<file path="src/rtl/seq_mult32_if.sv">
// Operand/result bundle between the issuing control logic and the multiplier.
// The master issues A/B/start; the slave returns busy/done/P.
interface seq_mult32_if;
  logic [31:0] A;
  logic [31:0] B;
  logic        start;
  logic        busy;
  logic        done;
  logic [63:0] P;

  modport master (output A, B, start, input busy, done, P);
  modport slave  (input A, B, start, output busy, done, P);
endinterface

</file>
<file path="src/rtl/seq_mult32.sv">
// Unsigned 32x32 shift-add multiplier; 32 cycles from accepted start to done, one result per 33 cycles.
// start is accepted only in IDLE; requests while busy are dropped, never queued.
module seq_mult32 (
  input  logic         clk,
  input  logic         rst_n,
  seq_mult32_if.slave  bus
);

  typedef enum logic {
    IDLE = 1'b0,
    RUN  = 1'b1
  } state_t;

  state_t      state_q;
  state_t      state_d;
  logic        accept;
  logic        last;

  logic [31:0] m_q;
  logic [31:0] hi_q;
  logic [31:0] lo_q;
  logic [4:0]  count_q;
  logic        done_q;
  logic [63:0] p_q;
  logic [32:0] sum33;

  // Carry of the 32-bit add lands in sum33[32] and shifts into hi[31].
  assign sum33 = {1'b0, hi_q} + (lo_q[0] ? {1'b0, m_q} : 33'd0);

  always_ff @(posedge clk or negedge rst_n) begin
    if (!rst_n) begin
      state_q <= IDLE;
    end else begin
      state_q <= state_d;
    end
  end

  always_comb begin
    state_d = state_q;
    accept  = 1'b0;
    last    = 1'b0;
    case (state_q)
      IDLE: begin
        if (bus.start) begin
          state_d = RUN;
          accept  = 1'b1;
        end
      end
      RUN: begin
        if (count_q == 5'd31) begin
          state_d = IDLE;
          last    = 1'b1;
        end
      end
      default: state_d = IDLE;
    endcase
  end

  always_ff @(posedge clk or negedge rst_n) begin
    if (!rst_n) begin
      m_q     <= 32'd0;
      hi_q    <= 32'd0;
      lo_q    <= 32'd0;
      count_q <= 5'd0;
      done_q  <= 1'b0;
      p_q     <= 64'd0;
    end else begin
      done_q <= last;
      if (accept) begin
        m_q     <= bus.A;
        hi_q    <= 32'd0;
        lo_q    <= bus.B;
        count_q <= 5'd0;
      end else if (state_q == RUN) begin
        hi_q    <= sum33[32:1];
        lo_q    <= {sum33[0], lo_q[31:1]};
        count_q <= count_q + 5'd1;
        if (last) begin
          p_q <= {sum33[32:1], sum33[0], lo_q[31:1]};
        end
      end
    end
  end

  assign bus.busy = (state_q == RUN);
  assign bus.done = done_q;
  assign bus.P    = p_q;

endmodule

</file>
<file path="src/flat_wrapper.sv">
// flat-port wrapper written by rule: the top's interface ports become plain ports
module seq_mult32_flat 
  (clk, rst_n, bus_A, bus_B, bus_start, bus_busy, bus_done, bus_P);
  seq_mult32_if bus_i ();
  input  logic clk;
  input  logic rst_n;
  input wire logic [$bits(bus_i.A)-1:0] bus_A;
  input wire logic [$bits(bus_i.B)-1:0] bus_B;
  input wire logic [$bits(bus_i.start)-1:0] bus_start;
  output wire logic [$bits(bus_i.busy)-1:0] bus_busy;
  output wire logic [$bits(bus_i.done)-1:0] bus_done;
  output wire logic [$bits(bus_i.P)-1:0] bus_P;
  assign bus_i.A = bus_A;
  assign bus_i.B = bus_B;
  assign bus_i.start = bus_start;
  assign bus_busy = bus_i.busy;
  assign bus_done = bus_i.done;
  assign bus_P = bus_i.P;
  seq_mult32 u_core (.clk(clk), .rst_n(rst_n), .bus(bus_i));
endmodule
</file>
<file path="config.mk">
export PLATFORM = sky130hd
export DESIGN_NAME = seq_mult32_flat
export DESIGN_NICKNAME = d
export VERILOG_FILES = /design/src/rtl/seq_mult32_if.sv /design/src/rtl/seq_mult32.sv /design/src/flat_wrapper.sv
export SDC_FILE = /design/constraint.sdc
export NUM_CORES = 1
export LEC_CHECK = 0
export CORE_MARGIN = 10
export CORE_UTILIZATION = 30
export DETAILED_ROUTE_END_ITERATION = 7
export DONT_BUFFER_PORTS = 1
export HOLD_SLACK_MARGIN = 0.12
export SLEW_MARGIN = 20
export SYNTH_ARGS = -nofsm -noshare
export SYNTH_HDL_FRONTEND = slang
export SYNTH_SLANG_ARGS = --single-unit
</file>
<file path="constraint.sdc">
create_clock -name clk -period 3.2 [get_ports clk]
set_input_delay 0.64 -clock clk [delete_from_list [all_inputs] [get_ports clk]]
set_output_delay 0.64 -clock clk [all_outputs]
set_load 0.05 [all_outputs]
</file>
**Word-level counts from Yosys, hierarchy flattened**

Cells that the tools add are included.
W data, S select, Z words.

- Register bits after elaboration: 167
- Input port bits: 67
- Output and inout bits: 66
- Logic and storage cells: 27

- Add/sub/neg operators: 2
- Equal/unequal tests: 1
- Muxes and demuxes: 13
- Bitwise gates (word level): 2
- Reductions and logical operators: 2

Operators with widths:

| cell | number |
|---|---|
| $mux W32 | 5 |
| $add A32 B33 Y33 | 1 |
| $mux W5 | 2 |
| $add A5 B1 Y5 const B | 1 |
| $eq A5 B5 Y1 const B | 1 |
| $mux W1 | 5 |
| $reduce_and A3 Y1 | 1 |
| $not A1 Y1 | 2 |
| $pmux W1 S2 | 1 |
| $reduce_bool A2 Y1 | 1 |

**Depth between registers and ports, before layout**

Gate-level depths: netlist (run 1).

- Depth in word-level cells: 4
- Depth in mapped cells: 12
- Gate-level depth less buffers: 11

**Least setup slack after synthesis (run 1)**

No wires, ideal clock.

- Path type: flip-flop to flip-flop
- Start: register u_core.lo_q[0]
- End: register u_core.p_q[43] (netlist: u_core.bus.P[43])
- Library setup time: 125 ps
- Arrival: 2734 ps
- Data required time: 3075 ps
- Slack: 342 ps
- Cell stages (with the launch flop): 12
- Buffers on the path: 1
- Clock period less this slack: 2858 ps
- Cell sequence: dfrtp_1 -> clkbuf_1 -> and2_1 -> fa_1 -> a21o_1 -> a221oi_2 -> o21ai_1 -> a21o_1 -> a211o_1 -> a31oi_1 -> xnor2_1 -> mux2_2

- Longest elaborated chain between the ends: 2

Ends and longest elaborated chain:

| element | RTL line | text |
|---|---|---|
| start: declaration | seq_mult32.sv:21 | `logic [31:0] lo_q;` |
| start signal: assignment | seq_mult32.sv:72 | `lo_q <= bus.B;` |
| start signal: assignment | seq_mult32.sv:76 | `lo_q <= {sum33[0], lo_q[31:1]};` |
| $mux W32 | seq_mult32.sv:28 | `assign sum33 = {1'b0, hi_q} + (lo_q[0] ? {1'b0, m_q} : 33'd0);` |
| $add A32 B33 Y33 | seq_mult32.sv:28 |  |
| end signal: assignment | seq_mult32.sv:79 | `p_q <= {sum33[32:1], sum33[0], lo_q[31:1]};` |
| end: declaration | seq_mult32.sv:24 | `logic [63:0] p_q;` |

No other way between the ends.
A chain may end at the register's enable or synchronous reset.

**Final worst setup path (run 1)**

- Start: register u_core.lo_q[0]
- End: register u_core.p_q[58] (netlist: u_core.bus.P[58])

Same word-level chain as after synthesis.

==> results of run 1 <==
[synth_stat cells (2+ instances only)]
library cell  number  area share [%]
o21ai_0           65             3.9
nand4_1            4            0.30
o211ai_1           2            0.18
mux2i_1           34             4.1
or3_1              3            0.23
nand2_1           76             3.5
xor2_1            11             1.2
dfrtp_1          167              51
inv_1              5            0.23
a211o_1            2            0.21
and2_1            36             2.7
clkbuf_1          30             1.4
ha_1              34             5.2
nor2b_1            2            0.15
a31oi_1            3            0.23
a211oi_1           4            0.36
and3_1             5            0.38
xnor2_1           18             1.9
o21bai_1           4            0.36
a21oi_1           32             1.9
a22o_1            25             2.7
a21o_1            17             1.5
mux2_2            84              11
a31o_2             2            0.21
or2_2              2            0.15
o31ai_1            3            0.27
a21boi_0           2            0.18
buf_1              8            0.36
nand2b_1           4            0.30
o21a_1             3            0.27
nand3_1            3            0.18
nor2_1            13            0.59
[power by group through the flow]
stage / combinational, mW / sequential (mW) / clock, mW
2_1_floorplan: 3.31 / 4.87 / 0
3_3_place_gp: 4.14 / 5.20 / 0
3_5_place_dp: 4.23 / 5.21 / 0
4_1_cts: 4.25 / 5.19 / 2.23
5_1_grt: 4.81 / 5.31 / 2.33
6_report: 4.25 / 5.16 / 2.18
[worst paths after layout]
path | from | to | slack [ns] | cells after the start
worst max-delay path | u_core.lo_q[0]$_DFFE_PN0P_ | u_core.bus.P[58]$_DFFE_PN0P_ | 0.14 | 11
worst min-delay path | rst_n | u_core.hi_q[18]$_DFFE_PN0P_ | -0.09 | 0
worst max register to register | u_core.lo_q[0]$_DFFE_PN0P_ | u_core.bus.P[58]$_DFFE_PN0P_ | 0.14 | 11
worst min register to register | u_core.hi_q[5]$_DFFE_PN0P_ | u_core.hi_q[5]$_DFFE_PN0P_ | 0.49 | 2
max in group asynchronous | rst_n | u_core.lo_q[15]$_DFFE_PN0P_ | 3.04 | 0
min in group clk | bus_A[29] | u_core.m_q[29]$_DFFE_PN0P_ | 0.35 | 1
[cell families after synthesis]
group | Yosys count | share of synthesized area, %
AND/OR/NAND/NOR | 155 | 9.17
flip-flops | 167 | 50.7
multiplexers | 118 | 15.6
buffers and inverters | 44 | 2.00
adder cells (fa/ha/maj) | 35 | 5.40
AO/OA/AOI/OAI | 178 | 14.0
XOR/XNOR | 29 | 3.08
[state kept, by name, summed over array words and instances (netlist names)]
| name | flops |
|---|---|
| u_core.bus.done | 1 |
| u_core.bus.P | 64 |
| u_core.bus.busy | 1 |
| u_core.m_q | 32 |
| u_core.lo_q | 32 |
| u_core.count_q | 5 |
| u_core.hi_q | 32 |
[critical path, stage by stage (launching register included)]
cell and delay, ns:
dfrtp_1 0.42, buf_12 0.16, and2_1 0.13, ha_1 0.34, a21o_1 0.24, a32oi_1 0.24
o21ai_2 0.12, a2111oi_2 0.43, o41a_1 0.29, o21ai_0 0.15, xnor2_1 0.16, mux2_2 0.27
[metrics by stage]
step / instance area, um^2 / hold slack (ns) / total power, mW
6_report: 9320 / -0.0921 / 11.6
5_1_grt: 9320 / -0.117 / 12.5
4_1_cts: 9290 / -0.113 / 11.7
3_5_place_dp: 8680 / 0.356 / 9.44
3_3_place_gp: 8680 / 0.355 / 9.34
2_1_floorplan: 8240 / 0.344 / 8.18
[metal layers]
metal  wire length, um  part of all wire, %  global-route usage (%)
met4               199                 0.94                    3.42
met3              2520                   12                    6.82
met5                 0                    0                       0
met2              9310                   44                    18.8
met1              9110                   43                    15.0
[cell type report]
cell class              count  area share (%)
repair buffers             16            1.42
clock buffers              19            4.75
diodes                      2          0.0537
well taps                 341            4.58
clock inverters            13            1.84
inverters                   6           0.242
flip-flops and latches    167            44.9
multi-input cells         515            42.2
[layout by cell type, fill, tap and decap left out, drive strengths merged, types with 3 or more instances in the layout]
cell      Yosys  layout
a31oi         3       3
and3          5       5
o31ai         3       3
inv           5       8
or3           3       3
o21bai        4       4
a211oi        4       4
and2         37      37
nand2b        4       4
clkinv        1       4
nand2        76      76
clkinvlp      0       4
bufinv        0       3
a21oi        32      32
xor2         11      11
a21o         17      17
a22o         25      25
nor2         13      13
nand3         3       3
mux2         84      84
xnor2        18      18
clkbuf       30      19
dfrtp       167     167
o21a          3       3
buf           8      16
o21ai        67      67
mux2i        34      34
ha           34      34
nand4         5       5
[timing repair]
action,in CTS,in global routing
endpoints found under the hold margin,167,167
endpoints found under the setup margin,0,16
resized for setup,0,5
==> impl_metrics.tcl, run 1 <==
set metrics [dict create \
    cts_root_buf "clkbuf_16" \
    cp_max_fo 17 \
    tritoncts "built" \
    core_area_mm2 0.0270 \
    die_w_um 186 \
    finalNetCount 825 \
    fmax_mhz 327 \
    setup_viol_count_final 0 \
    final_util_pct 34.5 \
    ir_drop_uv 521 \
    rows 60 \
    rsz0062_at_grt "true" \
    seqPwrFrac_pct 44.5 \
    grt_max_degree 168 \
    crit_required_ns 3.53 \
    postSynthCellCount 726 \
    first_global_vias 5674 \
    fin_hold_ws_ns -0.0921 \
    crit_path_start_kind "flip-flop" \
    routed_wl_um 21100 \
    start_util_pct 30.5 \
    grt_overflow 0 \
    numPlacedInstances 1045 \
    grt_pass1_wl_um 33000 \
    avgRoutedWirePerCell_um 19.6 \
    die_y_um 186 \
    drc 0 \
    critPathKind "reg2reg" \
    syn_nets 828 \
    pin_count 133 \
    regArea_mm2 0.00418 \
    p_clk_share_pct 18.8 \
    worstSetupEndpointType "flip-flop" \
    ys_types 55 \
    synth-async-reset-ratio_pct 100 \
    synth_ff_type "dfrtp_1" \
    outcome "finished with violations" \
    powerDensity_mw_per_mm2 1240 \
    syn_area_per_cell_um2 11.4 \
    maxCapViolCount 0 \
    final.fill_count 2704 \
    first_pass_iters 4 \
    antenna_found_initial 3 \
    track_usage_pct 12.5 \
    dp_hpwl_um 14900 \
    clockBufferDepth 2 \
    gp_congestion 0.835 \
    multi_input_area_mm2 0.00394 \
    io_buffers 0 \
    cts_sinks 167 \
    hold_violations 167 \
    fin_cells 1079 \
    post-cts-setup-buffer-count 0 \
    slew_headroom_pct 50.7 \
    p_int_mw 6.42 \
    holdCritPathClass "in2async" \
    dp_slack_ns 0.0324 \
    drt-initial-drc-count 195 \
    yosysWarnings 0 \
    clk-insertion-delay-late_ns 0.44 \
    power.switching_mw 5.17 \
    postLayoutSetupSlackWorst_ns 0.138 \
    routed_via_density 5.03 \
    drtAntennaViolNets 0 \
    violations "negative hold slack" \
    worst_slew_pin_slew_ns 0.740 \
    skew_ns 0.0107 \
    period_share_pct 95.7 \
    syn_area_mm2 0.00824 \
    min_period_ns 3.06 \
    drive_above_1_share_pct 20.0 \
    final_max_slew_viol_count 0 \
    syn_to_final_growth_pct 13.1 \
    htreeDepth 4 \
    critPathArrivalTime_ns 3.39 \
    finalSetupTns_ns 0 \
    synth_seq_cells 167 \
    cts_made_buffers 17 \
    switching_share_pct 44.6 \
    comb_power_share_pct 36.7 \
    clkSlewWorstSetupHoldPaths_ns 0.07 \
    via_count 5423 \
    die-area_mm2 0.0345 \
    ys_seq_area_share_pct 50.7 \
    p_leak_nw 4.36 \
    synth-edff-count 0 \
]
(Power assumes the default switching activity.)
==> run 2: changes to the inputs <==
CORE_UTILIZATION = 34   (was 30)
==> run 2 against run 1 <==
The run still ends with negative hold slack left. Sequential power about the same. Total power is 1.4% lower. Via count grew 1.1%. Clock-buffer cell count down 2. Final area shrank 0.93%. Worst hold slack worse by 0.0040 ns. Sequential share of layout area increased by 0.43 points. Critical endpoint is now u_core.bus.P[43]$_DFFE_PN0P_. Largest cell class unchanged.
==> impl_metrics.tcl, run 2 (synthesis gave the netlist of run 1 again) <==
set metrics [dict create \
    finalNetCount 824 \
    switching_share_pct 45.9 \
    grt_pass1_wl_um 32700 \
    fin_cells 1055 \
    gp_congestion 0.823 \
    antenna_found_initial 2 \
    cp_max_fo 8 \
    rr_worst_depth 11 \
    skew_ns 0.0147 \
    critPathArrivalTime_ns 3.36 \
    die-area_mm2 0.0309 \
    largest_reg_flops 64 \
    via_count 5480 \
    p_clk_share_pct 17.8 \
    htreeDepth 4 \
    routed_via_density 5.19 \
    final_max_slew_viol_count 0 \
    final_cell_mix "dfrtp_1 (165), mux2_2 (84), nand2_1 (75)" \
    violations "negative hold slack" \
    die_w_um 176 \
    cts_sinks 167 \
    ir_drop_uv 524 \
    min_period_ns 3.05 \
    power.switching_mw 5.24 \
    cts_made_buffers 17 \
    worst_slew_pin_slew_ns 0.717 \
    clockBufferDepth 2 \
    crit_path_start_kind "flip-flop" \
    rr_endpoint "u_core.bus.P[43]$_DFFE_PN0P_" \
    slew_headroom_pct 52.2 \
    path_cells "and2_1 > ha_1 > fa_1 > a21o_1 > a221oi_4 > o21ai_1 > a21o_1 > a211o_1 > a31oi_1 > xnor2_1 > mux2_2" \
    grt_overflow 0 \
    hold_violations 167 \
    r2r_start "u_core.lo_q[0]$_DFFE_PN0P_" \
    finalSetupTns_ns 0 \
    numPlacedInstances 1021 \
    fmax_mhz 328 \
    rows 56 \
    first_pass_iters 4 \
    drtAntennaViolNets 0 \
    critPathKind "reg2reg" \
    pin_count 133 \
    track_usage_pct 13.4 \
    p_int_mw 6.18 \
    avgRoutedWirePerCell_um 19.5 \
    worstSetupEndpointType "flip-flop" \
    grt_max_degree 168 \
    seqPwrFrac_pct 45.0 \
    powerDensity_mw_per_mm2 1240 \
    start_util_pct 34.8 \
    crit_required_ns 3.51 \
    crit_top_cell "a21o_1" \
    rsz0062_at_grt "true" \
    die_y_um 176 \
    drive_above_1_share_pct 20.1 \
    ff2ff_setup_slack_ns 0.15 \
    routed_wl_um 20500 \
    slowest_delay_ns 0.45 \
    maxCapViolCount 0 \
    first_global_vias 5591 \
    drc 0 \
    critPathSlowestCell "dfrtp_2" \
    period_share_pct 95.3 \
    fin_hold_ws_ns -0.0960 \
    comb_power_share_pct 37.2 \
    cts_root_buf "clkbuf_16" \
    holdCritPathClass "in2async" \
    outcome "finished with violations" \
    clk-insertion-delay-late_ns 0.44 \
    tritoncts "built" \
    core_area_mm2 0.0237 \
    syn_to_final_growth_pct 12.0 \
    mostFrequentLayoutCell "dfrtp_1" \
    io_buffers 0 \
    p_leak_nw 4.34 \
    dp_hpwl_um 14300 \
    drt-initial-drc-count 322 \
    setup_viol_count_final 0 \
    clkSlewWorstSetupHoldPaths_ns 0.07 \
]
run 2: cell types whose count changed in the layout (fill, tap and decap cells not counted), sizes merged:
| cell | delta |
|---|---|
| bufinv | -3 |
| clkinvlp | -3 |
| inv | +6 |
| diode | -1 |
| clkbuf | -2 |
| buf | -1 |
| clkinv | +2 |
run 2: routing by layer:
metal | track usage, % | vias to the layer above | part of all wire, %
met4 | 2.90 | 2 | 0.33
met3 | 7.59 | 6 | 11
met2 | 19.3 | 143 | 44
met5 | 0 | - | 0.034
li1 | - | 2596 | -
met1 | 17.0 | 2733 | 44
run 2: stage by stage:
step	cell area, um^2	util, %	power (mW)	setup WS [ns]
floorplan	8240	-	8.18	0.342
global placement	8620	36.4	9.29	0.107
detailed placement	8620	36.4	9.38	-0.0148
CTS	9210	38.9	11.5	0.0778
global route	9230	39.0	12.3	-0.00557
finish	9240	39.0	11.4	0.150
run 2: power groups by stage:
stage          combinational, mW  sequential (mW)  clock (mW)
2_1_floorplan               3.31             4.87           0
3_3_place_gp                4.09             5.20           0
3_5_place_dp                4.18             5.20           0
4_1_cts                     4.21             5.17        2.10
5_1_grt                     4.75             5.32        2.18
6_report                    4.25             5.14        2.04
run 2: worst max path at each step:
| stage | startpoint | end | slack (ns) | cells past startpoint |
|---|---|---|---|---|
| 5_1_grt | u_core.lo_q[0]$_DFFE_PN0P_ | u_core.bus.P[43]$_DFFE_PN0P_ | -0.006 | 11 |
| 3_5_place_dp | u_core.lo_q[0]$_DFFE_PN0P_ | u_core.bus.P[58]$_DFFE_PN0P_ | -0.01 | 11 |
| 2_1_floorplan | u_core.lo_q[0]$_DFFE_PN0P_ | u_core.bus.P[43]$_DFFE_PN0P_ | 0.34 | 11 |
| 3_3_place_gp | u_core.lo_q[0]$_DFFE_PN0P_ | u_core.bus.P[58]$_DFFE_PN0P_ | 0.11 | 11 |
| 4_1_cts | u_core.lo_q[0]$_DFFE_PN0P_ | u_core.bus.P[62]$_DFFE_PN0P_ | 0.08 | 11 |
| 6_report | u_core.lo_q[0]$_DFFE_PN0P_ | u_core.bus.P[43]$_DFFE_PN0P_ | 0.15 | 11 |
run 2: what timing repair did:
action,4_1_cts,5_1_grt
endpoints found under the hold margin,167,167
gates resized for setup,1,7
setup buffers,0,1
setup endpoints to repair,2,15
pin swaps,0,3
run 2: worst max-delay path, delay by kind of cell, from the launching register on:
| kind | cells | cell delay [ns] |
|---|---|---|
| compound gates | 6 | 1.38 |
| flops | 1 | 0.45 |
| fa+ha+maj | 2 | 0.60 |
| simple gates | 1 | 0.15 |
| xor+xnor | 1 | 0.10 |
| mux | 1 | 0.27 |
run 2: final cells by class:
cell class,count,area [um^2]
clock inverter,15,155
timing repair buffer,15,113
fill,2360,14400
clock buffer,17,425
tap,319,399
inverter,6,22.5
sequential,167,4180
antenna,1,2.50
multi-input combinational,515,3930
